[src/rtl/segment_queue.sv]
// Byte-stream to motion-segment word assembler feeding a small FIFO.
// Bytes pack LSB-first; a completed word is pushed on the edge that accepts its last byte.
module segment_queue #(
    parameter int unsigned READ_BYTES = 4,
    parameter int unsigned FIFO_DEPTH = 4
) (
    input  logic                          clk,
    input  logic                          rst_n,
    input  logic                          flush,
    input  logic [7:0]                    in_byte,
    input  logic                          in_valid,
    output logic                          in_ready,
    output logic                          data_available,
    input  logic                          data_request,
    output logic [8*READ_BYTES-1:0]       data,
    output logic [$clog2(FIFO_DEPTH):0]   fill_level,
    output logic                          underflow
);

    localparam int unsigned W     = 8 * READ_BYTES;
    localparam int unsigned PTR_W = $clog2(FIFO_DEPTH);
    localparam int unsigned BC_W  = (READ_BYTES > 1) ? $clog2(READ_BYTES) : 1;
    localparam logic [BC_W-1:0] LAST_BYTE  = BC_W'(READ_BYTES - 1);
    localparam logic [PTR_W:0]  FULL_LEVEL = (PTR_W + 1)'(FIFO_DEPTH);

    logic [BC_W-1:0]  byte_cnt_q, byte_cnt_d;
    logic [PTR_W-1:0] wr_ptr_q, wr_ptr_d;
    logic [PTR_W-1:0] rd_ptr_q, rd_ptr_d;
    logic [PTR_W:0]   fill_q, fill_d;
    logic             underflow_q, underflow_d;
    logic [W-1:0]     asm_q;
    logic [W-1:0]     mem_q [FIFO_DEPTH];

    logic             last_byte, full, accept, push, pop;
    logic [W-1:0]     push_word;

    always_comb begin
        last_byte = (byte_cnt_q == LAST_BYTE);
        full      = (fill_q == FULL_LEVEL);
        // Only a word-completing byte needs a free slot, so partial bytes flow while full.
        in_ready  = !(full && last_byte) && !flush;
        accept    = in_valid && in_ready;
        push      = accept && last_byte;
        pop       = data_request && (fill_q != '0);

        push_word = asm_q;
        push_word[8*byte_cnt_q +: 8] = in_byte;

        byte_cnt_d  = byte_cnt_q;
        wr_ptr_d    = wr_ptr_q;
        rd_ptr_d    = rd_ptr_q;
        fill_d      = fill_q;
        underflow_d = underflow_q;

        if (flush) begin
            byte_cnt_d  = '0;
            wr_ptr_d    = '0;
            rd_ptr_d    = '0;
            fill_d      = '0;
            underflow_d = 1'b0;
        end else begin
            if (accept)
                byte_cnt_d = last_byte ? '0 : byte_cnt_q + BC_W'(1);
            if (push)
                wr_ptr_d = wr_ptr_q + PTR_W'(1);
            if (pop)
                rd_ptr_d = rd_ptr_q + PTR_W'(1);
            if (push && !pop)
                fill_d = fill_q + (PTR_W + 1)'(1);
            else if (pop && !push)
                fill_d = fill_q - (PTR_W + 1)'(1);
            if (data_request && (fill_q == '0))
                underflow_d = 1'b1;
        end
    end

    always_ff @(posedge clk or negedge rst_n) begin
        if (!rst_n) begin
            byte_cnt_q  <= '0;
            wr_ptr_q    <= '0;
            rd_ptr_q    <= '0;
            fill_q      <= '0;
            underflow_q <= 1'b0;
        end else begin
            byte_cnt_q  <= byte_cnt_d;
            wr_ptr_q    <= wr_ptr_d;
            rd_ptr_q    <= rd_ptr_d;
            fill_q      <= fill_d;
            underflow_q <= underflow_d;
        end
    end

    // Datapath storage is never reset; fill level alone decides what is valid.
    always_ff @(posedge clk) begin
        for (int unsigned i = 0; i < READ_BYTES; i++) begin
            if (accept && (byte_cnt_q == BC_W'(i)))
                asm_q[8*i +: 8] <= in_byte;
        end
        if (push)
            mem_q[wr_ptr_q] <= push_word;
    end

    assign data           = mem_q[rd_ptr_q];
    assign data_available = (fill_q != '0);
    assign fill_level     = fill_q;
    assign underflow      = underflow_q;

endmodule

[config.mk]
export PLATFORM = sky130hd
export DESIGN_NAME = segment_queue
export DESIGN_NICKNAME = d
export VERILOG_FILES = /design/src/rtl/segment_queue.sv
export SDC_FILE = /design/constraint.sdc
export NUM_CORES = 1
export LEC_CHECK = 0
export CAP_MARGIN = 20
export CORE_MARGIN = 1.5
export CORE_UTILIZATION = 48
export CTS_CLUSTER_SIZE = 24
export DETAILED_ROUTE_END_ITERATION = 10
export PLACE_DENSITY = 0.81
export SETUP_SLACK_MARGIN = 0.3
export SLEW_MARGIN = 20
export SYNTH_ARGS = -nofsm -noshare
export SYNTH_HDL_FRONTEND = slang
export SYNTH_SLANG_ARGS = --single-unit
[constraint.sdc]
create_clock -name clk -period 2.4 [get_ports clk]
set_clock_uncertainty 0.05 [all_clocks]
set_input_delay 0.48 -clock clk [delete_from_list [all_inputs] [get_ports clk]]
set_output_delay 0.48 -clock clk [all_outputs]
set_load 0.03 [all_outputs]
After elaboration in Yosys (flattened, before gate mapping)
Memories as Yosys holds them, arrays and structs flattened.
Index checks and enable logic that the tools add are counted.
{ "classes": {"add_sub_neg": 6, "n_eq_ne": 4, "shifts": 2, "mux": 15, "reduce_logical": 23} }
{ "ops": {"columns": ["operator", "count"], "rows": [
  ["5-bit negation with 34-bit output", 1],
  ["8-bit by 34-bit variable shift with 32-bit output (first input constant)", 1],
  ["8-bit by 34-bit indexed part select with 32-bit output", 1],
  ["32-bit bitwise mux", 1],
  ["2-bit two-way mux", 7],
  ["1-bit logical AND", 11],
  ["3-bit two-way mux", 3],
  ["2-bit nonzero test", 4],
  ["2-bit by 1-bit adder with 2-bit output (second input constant)", 3],
  ["3-bit nonzero test", 2],
  ["2-bit == test (second input constant)", 2],
  ["1-bit zero test", 4],
  ["1-bit two-way mux", 4],
  ["3-bit by 1-bit adder with 3-bit output (second input constant)", 1],
  ["3-bit == test (second input constant)", 1],
  ["3-bit zero test", 1],
  ["3-bit by 1-bit subtractor with 3-bit output (second input constant)", 1],
  ["2-bit by 1-bit == test with 1-bit output (second input constant)", 1],
  ["2-bit zero test", 1]
]} }
{ "word_totals": {"ff_bits": 42, "ramBits": 128, "mem_count": 1} }
{ "mem_list": {"columns": ["memory", "depth", "word_bits", "read_ports", "rd_ports_with_merged_regs", "wr", "line", "rtl"], "rows": [
  ["mem_q", 4, 32, 1, 0, 1, "32", "logic [W-1:0] mem_q [FIFO_DEPTH];"]
]} }

Logic depth before layout (Yosys ltp)
{ "depth": {"word_depth": 11, "ltp_mapped": 7, "ltp_nobuf": 7} }

Worst setup path before layout
OpenSTA, ideal clock, no wires.
{ "synth_path": {"path_kind": "register to register", "startpoint": "reg fill_q[2] (netlist: fill_level[2])", "endpoint": "mem mem_q[1][0] (netlist bit), enable pin", "setup_time_ps": 392, "t_arrival_ps": 2132, "setup_slack_ps": -174, "path_stages_with_launch": 4, "n_path_buf": 0, "cell_sequence": "dfrtp_1 -> nor3b_2 -> nor3_4 -> and2_1"} }
{ "synth_between": {"elab_chain_len": 8} }
{ "synth_lines": {"columns": ["element", "line", "rtl"], "rows": [
  ["from (decl)", "29", "logic [PTR_W:0] fill_q, fill_d;"],
  ["from (signal assigned)", "88", "fill_q <= fill_d;"],
  ["3-bit == test", "39", "full = (fill_q == FULL_LEVEL);"],
  ["1-bit logical AND", "41", "in_ready = !(full && last_byte) && !flush;"],
  ["1-bit zero test", "41", null],
  ["1-bit logical AND", "41", null],
  ["1-bit logical AND", "42", "accept = in_valid && in_ready;"],
  ["1-bit logical AND", "43", "push = accept && last_byte;"],
  ["named net push", "34", "logic last_byte, full, accept, push, pop;"],
  ["1-bit two-way mux", "99", "if (push)"],
  ["1-bit two-way mux (not written as such)", "100", "mem_q[wr_ptr_q] <= push_word;"],
  ["to (decl)", "32", null]
]} }
The timed path passes the listed nets, and every way through them passes these cells.

Worst setup path after layout
{ "layout_path": {"startpoint": "reg rd_ptr_q[0]", "endpoint": "out data[4]"} }
{ "layout_between": {"elab_chain_len": 1} }
{ "layout_lines": {"columns": ["element", "line", "rtl"], "rows": [
  ["from (decl)", "28", "logic [PTR_W-1:0] rd_ptr_q, rd_ptr_d;"],
  ["from (signal assigned)", "87", "rd_ptr_q <= rd_ptr_d;"],
  ["memory 4 x 32 bit", null, null],
  ["to (decl)", "15", "output logic [8*READ_BYTES-1:0] data,"]
]} }
Every way passes these cells.

==> flow_metrics.env <==
export IMPL_synth_most_common_cell="edfxtp_1"
export IMPL_die_height_um=121
export IMPL_slowest_stage="mux4_2"
export IMPL_place_congestion=0.812
export IMPL_ys_ff_latch=170
export IMPL_period_share_pct=98.3
export IMPL_synth_commonest_cells="160 x edfxtp_1, 39 x inv_1, 36 x nand2_1, 32 x mux4_2, 32 x o21ai_0"
export IMPL_holdWs_ps=321
export IMPL_clockPowerShare_pct=34.4
export IMPL_cts_buffer_depth=2
export IMPL_path_max_fanout=15
export IMPL_h_tree_depth=4
export IMPL_synth_area_leaders="edfxtp_1 71%, mux4_2 11%, dfrtp_1 3.7%"
export IMPL_wl_met1_mm=5.66
export IMPL_dieArea_um2=14700
export IMPL_grt_pass1_wl_mm=22.1
export IMPL_viasPerCell=5.60
export IMPL_wl_met2_mm=7.72
export IMPL_slew_violations=0
export IMPL_port_buffers=50
export IMPL_vias=3688
export IMPL_worstSetupStartpoint="rd_ptr_q[0]$_DFFE_PN0P_"
export IMPL_finalNonFillerCells=659
export IMPL_dr_wl_met3_um=982
export IMPL_synth_top_cell_area_share_pct=71.4
export IMPL_synth_top_area_cell="edfxtp_1"
export IMPL_fillers=946
export IMPL_crit_buf_inv=2
export IMPL_num_antenna_cells=0
export IMPL_first_pass_iters=6
export IMPL_core_um2=13800
export IMPL_grt_usage_pct=21.3
export IMPL_status="completed"
export IMPL_initial_core_util_pct=48.9
export IMPL_syn_area_per_cell_um2=17.9
export IMPL_routed_top_layer="met4"
export IMPL_slew_headroom_pct=56.4
export IMPL_worstSetupEndpointType="output port"
export IMPL_drc=0
export IMPL_dieWidth_um=121
export IMPL_grt_max_degree=26
export IMPL_swShare_pct=26.8
export IMPL_netlist_cell_type_count=28
export IMPL_setup_ws_ps=41.1
export IMPL_finalCriticalPeriod_ps=2360
export IMPL_finalSetupViolations=0
export IMPL_final_core_util_pct=62.0
export IMPL_cap_violations=0
export IMPL_yosysWarnings=0
export IMPL_p_leak_nw=3.00
export IMPL_clk_pin_slew_ps=60
export IMPL_cts_sinks=170
export IMPL_routedWlPerCell_um=22.4
export IMPL_reg2reg_from="byte_cnt_q[1]$_DFFE_PN0P_"
export IMPL_antenna_found_initial=0
export IMPL_critical_path_max_stage_delay_ps=580
export IMPL_worstPathCellList="buf_12 > mux4_2 > buf_4"
export IMPL_cts_tree="built"
export IMPL_grt_setup_unrepaired="true"
export IMPL_hold_class="in -> async"
export IMPL_insertion_delay_ps=430
export IMPL_synth_nets=401
export IMPL_grt_pass1_vias=3888
export IMPL_ys_seq_area_share_pct=75.1
export IMPL_p_seq_share_pct=41.9
export IMPL_r2r_slack_ps=280
export IMPL_grt_ovfl_total=0
export IMPL_worstPathArrival_ps=1830
export IMPL_synthCells=377
export IMPL_numCtsBuffers=17
export IMPL_p_int_mw=5.99
export IMPL_wirelength_mm=14.7
export IMPL_pwr_share_comb_pct=23.8
export IMPL_placementRows=43
export IMPL_drive_gt1_share_pct=32.6
export IMPL_synth_flop_cell="edfxtp_1"
export IMPL_timing_worst_slew_pin_value_ps=647
export IMPL_hold_viol=0
export IMPL_power_density_nw_per_um2=959
export IMPL_max_freq_mhz=424
export IMPL_irDropWorstVdd_mv=0.604
export IMPL_reg2reg_depth=7
export IMPL_synthesis_area_um2=6730
export IMPL_dp_cells=618
export IMPL_root_buffer="clkbuf_16"
export IMPL_post_place_ws_ps=18.9
export IMPL_path_class="reg -> out"
export IMPL_synth_edf_count=160
export IMPL_io_pins=51
export IMPL_final_antenna_net_count=0
export IMPL_worst_path_dominant_cell_family="multiplexers"
export IMPL_dr_first_iter_drc_count=297
export IMPL_area_growth_pct=26.8
export IMPL_nets=490
export IMPL_dp_hpwl_mm=8.77
export IMPL_p_sw_mw=2.20
export IMPL_r2r_end="mem_q[1][5]$_DFFE_PP_"
export IMPL_required_ps=1870
export IMPL_critPathLaunchType="flop"
export IMPL_ys_async_sr_fraction_pct=5.88
-- routing by layer --
layer  up-vias  global-route usage, %
met1      1882                   26.4
li1       1601                      -
met4         0                   11.1
met5         -                      0
met2       175                   35.1
met3        30                   4.79
-- kinds of logic (layout without fill, tap and decap cells) --
| group | after synthesis | count (layout) | share of synthesized area (%) |
|---|---|---|---|
| mux | 39 | 39 | 11.8 |
| compound gates | 35 | 35 | 2.66 |
| buf+inv | 51 | 153 | 2.92 |
| fa+ha+maj | 11 | 11 | 2.16 |
| simple gates | 67 | 67 | 4.82 |
| flops | 170 | 170 | 75.1 |
| xor+xnor | 4 | 4 | 0.521 |
-- registers in the layout, summed over array words and instances, names as in the netlist --
register / cells
byte_cnt_q: 2
mem_q: 128
fill_level: 3
wr_ptr_q: 2
underflow: 1
asm_q: 32
rd_ptr_q: 2
-- layout make-up --
| type | count | area [µm²] | area share [%] |
|---|---|---|---|
| clock buffers | 19 | 433 | 5.07 |
| clock inverters | 13 | 176 | 2.07 |
| inverters | 39 | 146 | 1.72 |
| multi-input cells | 156 | 1570 | 18.4 |
| flip-flops and latches | 170 | 5060 | 59.3 |
| well taps | 180 | 225 | 2.64 |
| repair buffers | 82 | 925 | 10.8 |
-- power groups by stage --
stage	Combinational (mW)	Clock, mW	Sequential, mW
after floorplan	1.10	0	3.50
after global placement	1.83	0	3.47
after detailed placement	1.86	0	3.48
after CTS	1.91	2.83	3.43
after global routing	2.05	2.95	3.43
final	1.94	2.81	3.43
-- how the worst max path moves through the flow --
stage | end | cells past startpoint
6_report | data[4] | 3
2_1_floorplan | mem_q[0][0]$_DFFE_PP_ | 3
4_1_cts | data[26] | 3
3_3_place_gp | fill_level[2]$_DFFE_PN0P_ | 7
5_1_grt | data[4] | 3
3_5_place_dp | fill_level[2]$_DFFE_PN0P_ | 7
-- metrics by stage --
step / setup TNS, ps / power, mW / instance area (µm²)
floorplan: 0 / 4.60 / 6750
global placement: 0 / 5.30 / 7750
detailed placement: 0 / 5.34 / 7750
CTS: 0 / 8.17 / 8430
global route: -1.43 / 8.43 / 8530
finish: 0 / 8.19 / 8530
-- repair_timing --
action | 4_1_cts | 5_1_grt
pin swaps | 1 | 3
hold buffers | 0 | 0
hold endpoints to repair | 0 | 0
cloned | 0 | 1
setup endpoints to repair | 111 | 251
setup buffers | 2 | 6
resized for setup | 21 | 22
-- layout by cell type, fill, tap and decap left out, types with 5 or more instances in the layout --
cell type / n
ha_1: 7
o21ai_1: 9
mux4_2: 32
o21ai_2: 5
buf_12: 20
clkdlybuf4s50_1: 13
dfrtp_2: 6
buf_4: 44
o21ai_0: 18
nor2_1: 12
nand2_1: 36
inv_1: 38
edfxtp_1: 160
clkbuf_16: 18
No activity file was read; power rests on OpenSTA's default activity.
